## config.mk

```make
export PLATFORM = sky130hd
export DESIGN_NAME = led_mux_pwm
export DESIGN_NICKNAME = d
export VERILOG_FILES = /design/src/rtl/led_mux_pwm.sv
export SDC_FILE = /design/constraint.sdc
export NUM_CORES = 1
export LEC_CHECK = 0
export ABC_AREA = 1
export CAP_MARGIN = 10
export CORE_MARGIN = 3
export CORE_UTILIZATION = 55
export DETAILED_ROUTE_END_ITERATION = 12
export PLACE_DENSITY = 0.91
export SLEW_MARGIN = 0
export SYNTH_ARGS = -nofsm -noshare
export SYNTH_HDL_FRONTEND = slang
export SYNTH_SLANG_ARGS = --single-unit
```

## constraint.sdc

```tcl
create_clock -name clk -period 5.1 [get_ports clk]
set_input_delay 1.02 -clock clk [delete_from_list [all_inputs] [get_ports clk]]
set_output_delay 1.02 -clock clk [all_outputs]
set_load 0.05 [all_outputs]
```

## src/rtl/led_mux_pwm.sv

```systemverilog
// Row-scanned LED matrix driver with per-pixel PWM brightness, inter-row blanking
// and a shadow image that is recaptured only at frame start.
module led_mux_pwm #(
    parameter int NUM_ROWS          = 4,
    parameter int NUM_ROWS_WIDTH    = 2,
    parameter int NUM_COLS          = 8,
    parameter int PWM_WIDTH         = 3,
    parameter int CLOCK_DELAY       = 10,
    parameter int CLOCK_DELAY_WIDTH = 4,
    parameter int BLANK_CYCLES      = 2,
    parameter int BLANK_WIDTH       = 2,
    parameter int ROW_ACTIVE_LOW    = 0,
    parameter int COL_ACTIVE_LOW    = 0
) (
    input  logic                                   clk,
    input  logic                                   i_rst,
    input  logic                                   i_enable,
    input  logic [NUM_ROWS*NUM_COLS*PWM_WIDTH-1:0] i_pixels,
    output logic [NUM_COLS-1:0]                    o_cols,
    output logic [NUM_ROWS-1:0]                    o_rows,
    output logic                                   o_frame_start
);

    localparam int IMG_W = NUM_ROWS * NUM_COLS * PWM_WIDTH;

    localparam logic [PWM_WIDTH-1:0]         SLOT_LAST  = PWM_WIDTH'((2 ** PWM_WIDTH) - 2);
    localparam logic [CLOCK_DELAY_WIDTH-1:0] CLK_LAST   = CLOCK_DELAY_WIDTH'(CLOCK_DELAY - 1);
    localparam logic [BLANK_WIDTH-1:0]       BLANK_LAST =
        BLANK_WIDTH'((BLANK_CYCLES > 0) ? BLANK_CYCLES - 1 : 0);
    localparam logic [NUM_ROWS_WIDTH-1:0]    ROW_LAST   = NUM_ROWS_WIDTH'(NUM_ROWS - 1);
    localparam logic [NUM_ROWS-1:0]          ROWS_OFF   = (ROW_ACTIVE_LOW != 0) ? '1 : '0;
    localparam logic [NUM_COLS-1:0]          COLS_OFF   = (COL_ACTIVE_LOW != 0) ? '1 : '0;

    typedef enum logic [1:0] {
        ST_IDLE,
        ST_BLANK,
        ST_SCAN
    } state_t;

    localparam state_t ROW_ENTRY = (BLANK_CYCLES > 0) ? ST_BLANK : ST_SCAN;

    state_t                         r_state;
    logic [NUM_ROWS_WIDTH-1:0]      r_row;
    logic [BLANK_WIDTH-1:0]         r_blank_cnt;
    logic [PWM_WIDTH-1:0]           r_slot;
    logic [CLOCK_DELAY_WIDTH-1:0]   r_clk_cnt;
    logic [IMG_W-1:0]               r_shadow;
    logic [NUM_ROWS-1:0]            r_rows;
    logic [NUM_COLS-1:0]            r_cols;
    logic                           r_frame_start;

    state_t                         w_state_nxt;
    logic [NUM_ROWS_WIDTH-1:0]      w_row_nxt;
    logic [BLANK_WIDTH-1:0]         w_blank_nxt;
    logic [PWM_WIDTH-1:0]           w_slot_nxt;
    logic [CLOCK_DELAY_WIDTH-1:0]   w_clk_nxt;
    logic [IMG_W-1:0]               w_shadow_nxt;
    logic                           w_capture;
    logic                           w_row_start;
    logic [NUM_ROWS-1:0]            w_rows_on;
    logic [NUM_COLS-1:0]            w_cols_on;

    // NOTE: every always_comb output gets a default first so no path can infer a latch.
    always_comb begin
        w_state_nxt = r_state;
        w_row_nxt   = r_row;
        w_blank_nxt = r_blank_cnt;
        w_slot_nxt  = r_slot;
        w_clk_nxt   = r_clk_cnt;
        w_capture   = 1'b0;
        w_row_start = 1'b0;

        case (r_state)
            ST_IDLE: begin
                w_row_nxt   = '0;
                w_capture   = 1'b1;
                w_row_start = 1'b1;
            end
            ST_BLANK: begin
                if (r_blank_cnt == BLANK_LAST) begin
                    w_state_nxt = ST_SCAN;
                    w_slot_nxt  = '0;
                    w_clk_nxt   = '0;
                end else begin
                    w_blank_nxt = r_blank_cnt + 1'b1;
                end
            end
            ST_SCAN: begin
                if (r_clk_cnt == CLK_LAST) begin
                    w_clk_nxt = '0;
                    if (r_slot == SLOT_LAST) begin
                        w_row_start = 1'b1;
                        if (r_row == ROW_LAST) begin
                            w_row_nxt = '0;
                            w_capture = 1'b1;
                        end else begin
                            w_row_nxt = r_row + 1'b1;
                        end
                    end else begin
                        w_slot_nxt = r_slot + 1'b1;
                    end
                end else begin
                    w_clk_nxt = r_clk_cnt + 1'b1;
                end
            end
            default: w_state_nxt = ST_IDLE;
        endcase

        if (w_row_start) begin
            w_state_nxt = ROW_ENTRY;
            w_blank_nxt = '0;
            w_slot_nxt  = '0;
            w_clk_nxt   = '0;
        end

        // Dropping enable parks in IDLE with every counter and the image frozen.
        if (!i_enable) begin
            w_state_nxt = ST_IDLE;
            w_row_nxt   = r_row;
            w_blank_nxt = r_blank_cnt;
            w_slot_nxt  = r_slot;
            w_clk_nxt   = r_clk_cnt;
            w_capture   = 1'b0;
        end
    end

    assign w_shadow_nxt = w_capture ? i_pixels : r_shadow;

    // Outputs are derived from next-state values so each slot's compare lands on its first cycle.
    always_comb begin
        w_rows_on = '0;
        w_cols_on = '0;
        if (w_state_nxt == ST_SCAN) begin
            for (int r = 0; r < NUM_ROWS; r++) begin
                w_rows_on[r] = (w_row_nxt == NUM_ROWS_WIDTH'(r));
            end
            for (int c = 0; c < NUM_COLS; c++) begin
                w_cols_on[c] =
                    w_shadow_nxt[(int'(w_row_nxt) * NUM_COLS + c) * PWM_WIDTH +: PWM_WIDTH] > w_slot_nxt;
            end
        end
    end

    // NOTE: sequential state uses non-blocking assignments so all registers update together.
    always_ff @(posedge clk) begin
        if (i_rst) begin
            r_state       <= ST_IDLE;
            r_row         <= '0;
            r_blank_cnt   <= '0;
            r_slot        <= '0;
            r_clk_cnt     <= '0;
            r_shadow      <= '0;
            r_rows        <= ROWS_OFF;
            r_cols        <= COLS_OFF;
            r_frame_start <= 1'b0;
        end else begin
            r_state       <= w_state_nxt;
            r_row         <= w_row_nxt;
            r_blank_cnt   <= w_blank_nxt;
            r_slot        <= w_slot_nxt;
            r_clk_cnt     <= w_clk_nxt;
            r_shadow      <= w_shadow_nxt;
            r_rows        <= w_rows_on ^ ROWS_OFF;
            r_cols        <= w_cols_on ^ COLS_OFF;
            r_frame_start <= w_capture;
        end
    end

    assign o_rows        = r_rows;
    assign o_cols        = r_cols;
    assign o_frame_start = r_frame_start;

endmodule

```

==> flow_summary.toml, run 1 <==
[clock_network]
clk_path_buf_depth = 2
cts.clk_slew.worst_paths_ns = 0.06
numCtsBuffers = 17
cts_hold_buffers = 0
cts_tree = "built"
cts_max_level = 4
cts_resized = 0
cts_setup_buffers = 0
cts.sinks = 122
insertion_delay_ns = 0.42
cts-root-buf = "clkbuf_16"

[global_route]
grt_pass1_vias = 6359
grt_pass1_wl_um = 29500
grt_antenna_before_repair = 0
gr-total-overflow = 0
grt.total_usage_pct = 28.0
grt_start_max_net_pins = 97

[cells_and_area]
multiInputGateArea_mm2 = 0.00354
fin_area_mm2 = 0.00826
seqCellArea_mm2 = 0.00244
drive_gt1_share_pct = 4.32
nNetsFinal = 1209
diodes = 0
fill_cells = 901
area_delta_synth_final_pct = 24.8
final_core_util_pct = 71.1

[floorplanning]
core_area_mm2 = 0.0116
rows = 39
num_io_pins = 112
die_area_mm2 = 0.0134
start_util_pct = 57.0
die_w_um = 116
die_h_um = 116

[critical_path]
r2r-start = "r_clk_cnt[0]$_SDFFE_PP0P_"
critPathKind = "flip-flop to flip-flop"
cp-start-kind = "flip-flop"
cp_slowest_cell = "o21ai_0"
endpoint_kind = "flip-flop"
rrSetupSlack_ns = 1.29
cp_common_cell = "nand2_1"
worstPathArrival_ns = 4.16
cp_cell_sequence = "ha_1, nand2_2, nor2_8, nand2_2, nand2_2, nand2_4, o21ai_0, nand2_1, nand2_1, nor2_1, ha_1, nand2_1, o21ai_0, nand2_1, nor2_1"
max_stage_delay_ns = 0.65
cp_max_fo = 96
startpoint = "r_clk_cnt[0]$_SDFFE_PP0P_"
worstPathRequired_ns = 5.45

[worst_hold_path]
worstHoldPathType = "flip-flop to flip-flop"
min_from = "r_shadow[78]$_SDFF_PP0_"

[pwr]
peakVddDrop_v = 0.000215
leakage_nw = 3.97
power_density_mw_per_mm2 = 335

[synthesis]
yosysWarnings = 0
synth_seq_cells = 122
syn_inst = 996
synth_area_mm2 = 0.00662
syn_nets = 1129
avgSynthCellArea_um2 = 6.65
ys_types = 27
yosysSeqAreaShare_pct = 36.9

[sta]
tns_ns = 0
layout_worst_path_cycle_share_pct = 74.6
tightest_slew_ns = 1.10
grt_setup_unrepaired = "no"
slew_headroom_pct = 26.9
fin_skew_ns = 0.00872
layout_setup_ws_ns = 1.29
slew_viol_final = 0
fmax_mhz = 263
whs_ns = 0.467
finalSetupViolCount = 0
hold_viol_final = 0
period_needed_ns = 3.81

[placed_design]
dp_slack_ns = 1.17
gp_congestion = 0.952
dp_hpwl_um = 12400
dpl_cell_area_mm2 = 0.00766
io_buffers = 111

[run_status]
status = "completed"

[run]
max_cap_violations = 0

[route]
avgViaCountPerCell = 5.51
ant_nets = 0
drc = 0
wl_per_cell_um = 15.1
firstDrtPassIters = 5
vias = 6781
drtIter0Drc = 604
routed_wl_um = 18600
==> layer usage <==
layer	vias up	part of all wire [%]	GRT usage, %
met2	325	47	46.6
met3	67	8.0	6.06
met5	-	0	0
li1	3314	-	-
met1	3075	41	34.6
met4	0	3.9	13.1
==> Yosys cell counts <==
master	number	area [um^2]
o21ai_0	36	180
nand2_1	306	1150
nor2_1	119	447
nand3_1	118	591
inv_2	2	7.51
nand4_1	1	6.26
nor3_1	3	15.0
dfxtp_1	122	2440
nor2_8	2	40.0
nor2_4	1	11.3
a21oi_1	51	255
nand2_2	4	25.0
nor4_1	1	6.26
xnor2_1	1	8.76
buf_1	3	11.3
inv_1	88	330
o211ai_1	1	7.51
buf_6	3	33.8
buf_2	25	125
nand2_4	3	33.8
clkbuf_1	19	71.3
buf_4	7	52.6
ha_1	34	425
o31ai_1	1	7.51
nand3b_1	43	323
and3_1	1	6.26
a22oi_1	1	7.51
==> worst paths after layout <==
path                                           endpoint  cells after the start
worst max-delay path               o_cols[7]$_SDFF_PP0_                     15
worst min-delay path            r_shadow[78]$_SDFF_PP0_                      2
worst max register to register     o_cols[7]$_SDFF_PP0_                     15
worst min register to register  r_shadow[78]$_SDFF_PP0_                      2
==> worst max-delay path, delay by kind of cell, from the launching register on <==
| kind | cells | cell delay (ns) |
|---|---|---|
| compound gates | 2 | 0.78 |
| flops | 1 | 0.41 |
| fa+ha+maj | 2 | 0.47 |
| simple gates | 11 | 2.00 |
==> flip-flops by register name, summed over array words and instances, names as in the netlist <==
name,count
r_shadow,96
o_cols,8
o_rows,4
r_clk_cnt,4
r_slot,3
r_blank_cnt,2
r_row,2
r_state,2
o_frame_start,1
==> where the power goes <==
| part | internal (mW) | total, mW | switching, mW |
|---|---|---|---|
| logic | 0.207 | 0.504 | 0.297 |
| registers | 1.02 | 1.04 | 0.0202 |
| clock network | 0.802 | 1.22 | 0.417 |
==> cell type report <==
cell class | instances | share of cell area [%]
multi-input combinational | 727 | 42.9
sequential | 122 | 29.6
timing repair buffer | 118 | 14.0
clock buffer | 24 | 5.83
inverter | 90 | 4.09
tap | 143 | 2.17
clock inverter | 7 | 1.39
==> cells by family (layout without fill, tap and decap cells) <==
logic type | Yosys count | count (layout) | synth area share (%)
and+or+nand+nor | 602 | 602 | 40.1
xor gates and xnor gates | 1 | 1 | 0.132
adders and majority gates | 34 | 34 | 6.43
AOI/OAI and AO/OA | 90 | 90 | 6.92
buffers and inverters | 147 | 239 | 9.55
DFF | 122 | 122 | 36.9
==> cell usage in the layout, fill, tap and decap left out <==
cell,instances
o21ai_0,36
xnor2_1,1
nand2_1,306
nor3_1,3
nor2_4,1
o31ai_1,1
clkbuf_8,3
ha_1,34
buf_2,1
clkinvlp_4,2
clkbuf_16,17
nand2_4,3
nor2_8,2
nand3b_1,43
clkbuf_1,4
inv_2,2
nor2_1,119
a21oi_1,51
and3_1,1
clkinv_2,2
nand4_1,1
inv_1,88
bufinv_16,3
nor4_1,1
buf_4,7
o211ai_1,1
dfxtp_1,122
clkdlybuf4s50_1,110
nand2_2,4
nand3_1,118
a22oi_1,1
==> through the flow <==
| step | std cells | power (mW) |
|---|---|---|
| 2_1_floorplan | 996 | 1.40 |
| 3_3_place_gp | 1200 | 1.53 |
| 3_5_place_dp | 1200 | 1.55 |
| 4_1_cts | 1231 | 2.76 |
| 5_1_grt | 1231 | 2.88 |
| 6_report | 1231 | 2.77 |
Power figures use the tool's default switching activity.
==> run 2: changes to the inputs <==
--- a/config.mk
+++ b/config.mk
@@ -8,9 +8,9 @@
 export ABC_AREA = 1
 export CAP_MARGIN = 10
 export CORE_MARGIN = 3
-export CORE_UTILIZATION = 55
+export CORE_UTILIZATION = 49
 export DETAILED_ROUTE_END_ITERATION = 12
-export PLACE_DENSITY = 0.91
+export PLACE_DENSITY = 0.87
 export SLEW_MARGIN = 0
 export SYNTH_ARGS = -nofsm -noshare
 export SYNTH_HDL_FRONTEND = slang
==> constraint.sdc (replaced) <==
create_clock -name clk -period 3.3 [get_ports clk]
set_input_delay 0.66 -clock clk [delete_from_list [all_inputs] [get_ports clk]]
set_output_delay 0.66 -clock clk [all_outputs]
set_load 0.05 [all_outputs]
==> flow_summary.toml, run 2 (same netlist as run 1, synthesis figures left out) <==
[run_status]
status = "completed"

[critical_path]
cp-start-kind = "flip-flop"
max_stage_delay_ns = 0.37
rrSetupSlack_ns = 0.32
cp_slowest_cell = "o21ai_0"
cp_max_fo = 62
cp_common_cell = "nand2_1"
crit_buf_inv = 3
worstPathRequired_ns = 3.64
endpoint_kind = "flip-flop"
r2r_end = "o_cols[6]$_SDFF_PP0_"
reg2reg_depth = 17
worst_path_dominant_cell_family = "simple AND/OR/NAND/NOR gates"
critPathKind = "flip-flop to flip-flop"
worstPathArrival_ns = 3.31
r2r-start = "r_state[0]$_SDFF_PP0_"
cp_cell_sequence = "inv_1, ha_1, inv_2, nand2_4, nand2_4, nor2_8, nand2_4, buf_12, o21ai_0, nand2_1, nand2_1, nor2_1, ha_1, nand2_1, o21ai_0, nand2_1, nor2_1"

[route]
drtIter0Drc = 493
drc = 0
wl_per_cell_um = 14.4
firstDrtPassIters = 5
vias = 6659
avgViaCountPerCell = 5.22
ant_nets = 0
routed_wl_um = 18300

[global_route]
grt_pass1_vias = 6224
grt_start_max_net_pins = 63
gr-total-overflow = 0
grt.total_usage_pct = 25.2
grt_antenna_before_repair = 0
grt_pass1_wl_um = 29700

[sta]
slew_viol_final = 0
period_needed_ns = 2.98
fmax_mhz = 336
fin_skew_ns = 0.00836
whs_ns = 0.469
finalSetupViolCount = 0
grt_setup_unrepaired = "no"
layout_worst_path_cycle_share_pct = 90.2
layout_setup_ws_ns = 0.323
tightest_slew_ns = 0.574
hold_viol_final = 0
tns_ns = 0
slew_headroom_pct = 61.8

[pwr]
seq_power_share_pct = 38.0
power_frac_clock_pct = 43.1
pwr-share-comb_pct = 18.9
power_density_mw_per_mm2 = 500
intPower_mw = 3.11
peakVddDrop_v = 0.000442
totalPowerFinal_mw = 4.24
leakage_nw = 4.08
p_switching_mw = 1.13
switching_share_pct = 26.7

[clock_network]
cts_tree = "built"
cts_resized = 0
cts_setup_buffers = 0
cts.clk_slew.worst_paths_ns = 0.05
numCtsBuffers = 17
cts-root-buf = "clkbuf_16"
cts_hold_buffers = 0
insertion_delay_ns = 0.41
cts_max_level = 4
clk_path_buf_depth = 2
cts.sinks = 122

[cells_and_area]
finalNonFillerCells = 1276
largest-register = "r_shadow"
seqCellArea_mm2 = 0.00244
final_common_cell = "nand2_1"
fill_cells = 1086
drive_gt1_share_pct = 5.80
nNetsFinal = 1225
largest_reg_flops = 96
diodes = 0
fin_area_mm2 = 0.00848
multiInputGateArea_mm2 = 0.00354
area_delta_synth_final_pct = 28.1
final_core_util_pct = 65.6
final_cell_mix = "nand2_1 (306), dfxtp_1 (122), nor2_1 (119), nand3_1 (118), clkdlybuf4s50_1 (110)"

[run]
max_cap_violations = 0

[placed_design]
gp_congestion = 0.899
dp_slack_ns = 0.170
dp_hpwl_um = 13000
dp_cells = 1245
dpl_cell_area_mm2 = 0.00791
io_buffers = 111

[floorplanning]
die_area_mm2 = 0.0149
core_area_mm2 = 0.0129
rows = 41
start_util_pct = 51.2
num_io_pins = 112
die_h_um = 122
die_w_um = 122

[worst_hold_path]
hold_path_end = "r_shadow[78]$_SDFF_PP0_"
worstHoldPathType = "flip-flop to flip-flop"
worst_hold_path.num_cells = 2
min_from = "r_shadow[78]$_SDFF_PP0_"
-- run 2: per-layer routing --
layer,up-vias,GRT usage (%),routed length [um]
li1,3355,-,-
met1,2976,31.2,7560
met2,270,41.5,8780
met3,58,6.13,1320
met4,0,11.8,679
met5,-,0,0
-- run 2: worst max-delay path by stage --
stage | end | slack [ns] | from | cells past startpoint
2_1_floorplan | o_cols[4]$_SDFF_PP0_ | 0.90 | r_state[0]$_SDFF_PP0_ | 17
3_3_place_gp | o_cols[2]$_SDFF_PP0_ | 0.17 | i_enable | 14
3_5_place_dp | o_cols[2]$_SDFF_PP0_ | 0.17 | i_enable | 14
4_1_cts | o_cols[6]$_SDFF_PP0_ | 0.38 | r_state[0]$_SDFF_PP0_ | 17
5_1_grt | o_cols[6]$_SDFF_PP0_ | 0.09 | r_state[0]$_SDFF_PP0_ | 17
6_report | o_cols[6]$_SDFF_PP0_ | 0.32 | r_state[0]$_SDFF_PP0_ | 17
-- run 2: worst reg2reg max path, stage by stage, from the launching register on --
cell	delay [ns]
dfxtp_1	0.34
inv_1	0.13
ha_1	0.33
inv_2	0.11
nand2_4	0.12
nand2_4	0.08
nor2_8	0.15
nand2_4	0.09
buf_12	0.19
o21ai_0	0.40
nand2_1	0.14
nand2_1	0.09
nor2_1	0.07
ha_1	0.29
nand2_1	0.05
o21ai_0	0.14
nand2_1	0.07
nor2_1	0.10
-- run 2: area by class of cell --
type | count | area share (%)
clock buffer | 21 | 5.31
clock inverter | 10 | 1.48
inverter | 90 | 3.98
multi-input combinational | 727 | 41.8
sequential | 122 | 28.8
tap | 172 | 2.54
timing repair buffer | 134 | 16.1
-- run 2: power groups by stage --
| stage | Sequential, mW | Combinational (mW) | Clock [mW] |
|---|---|---|---|
| 2_1_floorplan | 1.64 | 0.527 | 0 |
| 3_3_place_gp | 1.64 | 0.764 | 0 |
| 3_5_place_dp | 1.64 | 0.785 | 0 |
| 4_1_cts | 1.61 | 0.797 | 1.85 |
| 5_1_grt | 1.62 | 0.909 | 1.91 |
| 6_report | 1.61 | 0.802 | 1.83 |
==> run 3: changes to the inputs <==
--- a/config.mk
+++ b/config.mk
@@ -10,7 +10,7 @@
 export CORE_MARGIN = 3
 export CORE_UTILIZATION = 49
 export DETAILED_ROUTE_END_ITERATION = 12
-export PLACE_DENSITY = 0.87
+export PLACE_DENSITY = 0.78
 export SLEW_MARGIN = 0
 export SYNTH_ARGS = -nofsm -noshare
 export SYNTH_HDL_FRONTEND = slang
==> flow_summary.toml, run 3 (same netlist as run 1, synthesis figures left out) <==
[cells_and_area]
largest_reg_flops = 96
drive_gt1_share_pct = 5.72
fin_area_mm2 = 0.00845
diodes = 0
largest-register = "r_shadow"
finalNonFillerCells = 1273
final_common_cell = "nand2_1"
nNetsFinal = 1223
final_core_util_pct = 65.4
final_cell_mix = "nand2_1 (306), dfxtp_1 (122), nor2_1 (119), nand3_1 (118), clkdlybuf4s50_1 (110)"
area_delta_synth_final_pct = 27.7

[run_status]
status = "completed"

[critical_path]
reg2reg_depth = 17
worstPathRequired_ns = 3.64
path_depth = 17
cp_cell_sequence = "inv_1, ha_1, inv_2, nand2_4, nand2_4, nor2_8, nand2_4, buf_12, o21ai_0, nand2_1, nand2_1, nor2_1, ha_1, nand2_1, o21ai_0, nand2_1, nor2_1"
cp_max_fo = 63
cp-start-kind = "flip-flop"
worstPathArrival_ns = 3.23
endpoint_kind = "flip-flop"
cp_slowest_cell = "dfxtp_1"
worst_path_dominant_cell_family = "simple AND/OR/NAND/NOR gates"
cp_common_cell = "nand2_1"
max_stage_delay_ns = 0.34
critPathKind = "flip-flop to flip-flop"
crit_buf_inv = 3

[clock_network]
insertion_delay_ns = 0.41
clk_path_buf_depth = 2
cts_max_level = 4
cts_tree = "built"
cts_setup_buffers = 0
cts_resized = 0
cts-root-buf = "clkbuf_16"
cts.sinks = 122
cts.clk_slew.worst_paths_ns = 0.05
cts_hold_buffers = 0
numCtsBuffers = 17

[floorplanning]
die_area_mm2 = 0.0149
rows = 41
core_area_mm2 = 0.0129
die_w_um = 122
start_util_pct = 51.2
num_io_pins = 112
die_h_um = 122

[run]
max_cap_violations = 0

[worst_hold_path]
worst_hold_path.num_cells = 2
worstHoldPathType = "flip-flop to flip-flop"

[sta]
fin_skew_ns = 0.00577
grt_setup_unrepaired = "no"
tns_ns = 0
period_needed_ns = 2.89
slew_headroom_pct = 54.1
tightest_slew_ns = 0.688
fmax_mhz = 346
slew_viol_final = 0
whs_ns = 0.466
layout_setup_ws_ns = 0.413
finalSetupViolCount = 0
hold_viol_final = 0
layout_worst_path_cycle_share_pct = 87.5

[route]
drc = 0
ant_nets = 0
drtIter0Drc = 568
avgViaCountPerCell = 5.10
firstDrtPassIters = 5
vias = 6494
routed_wl_um = 17700
wl_per_cell_um = 13.9

[global_route]
grt.total_usage_pct = 24.0
met1_usage_pct = 30.4
busiest_layer = "met2"
grt_pass1_vias = 5970
grtUsageMet3_pct = 6.13
gr-total-overflow = 0
grt_pass1_wl_um = 28400
grt_start_max_net_pins = 64
grt.met2_usage_pct = 39.7
grt_antenna_before_repair = 0

[placed_design]
dp_slack_ns = 0.144
dp_cells = 1243
dp_hpwl_um = 12300
gp_congestion = 0.878
io_buffers = 111
dpl_cell_area_mm2 = 0.00787

[pwr]
peakVddDrop_v = 0.000364
totalPowerFinal_mw = 4.23
power_density_mw_per_mm2 = 501
leakage_nw = 4.06
-- run 3: cell count changes in the layout (fill, tap and decap cells not counted) --
cell	previous run	this run
buf_12	7	5
bufinv_16	3	2
clkinvlp_4	0	2
clkbuf_1	3	1
clkbuf_8	1	5
clkinv_2	7	3
-- run 3: area by class of cell --
type	instances	area (um^2)
multi-input cells	727	3540
well taps	172	215
flip-flops and latches	122	2440
repair buffers	132	1330
inverters	90	338
clock inverters	7	90.1
clock buffers	23	498
fillers	1135	4470
-- run 3: where the power goes --
group	switching (mW)	total [mW]	internal [mW]
sequential	0.0284	1.61	1.58
combinational	0.449	0.783	0.335
clock	0.640	1.84	1.20
-- run 3: worst min-delay path: cells and delay by family (launching register included) --
| kind | cells | cell delay, ns |
|---|---|---|
| flip-flops | 1 | 0.29 |
| AO/OA/AOI/OAI | 1 | 0.06 |
| AND/OR/NAND/NOR | 1 | 0.07 |
-- run 3: path summary, 6_finish.rpt --
check / to / startpoint / slack (ns)
max reg2reg: o_cols[7]$_SDFF_PP0_ / r_state[0]$_SDFF_PP0_ / 0.41
min: r_shadow[57]$_SDFF_PP0_ / r_shadow[57]$_SDFF_PP0_ / 0.47
max: o_cols[7]$_SDFF_PP0_ / r_state[0]$_SDFF_PP0_ / 0.41
min reg2reg: r_shadow[57]$_SDFF_PP0_ / r_shadow[57]$_SDFF_PP0_ / 0.47
-- run 3: per-layer routing --
layer	up-vias	share of wire, %
li1	3347	-
met1	2887	43
met2	232	47
met3	28	7.2
met4	0	2.1
met5	-	0
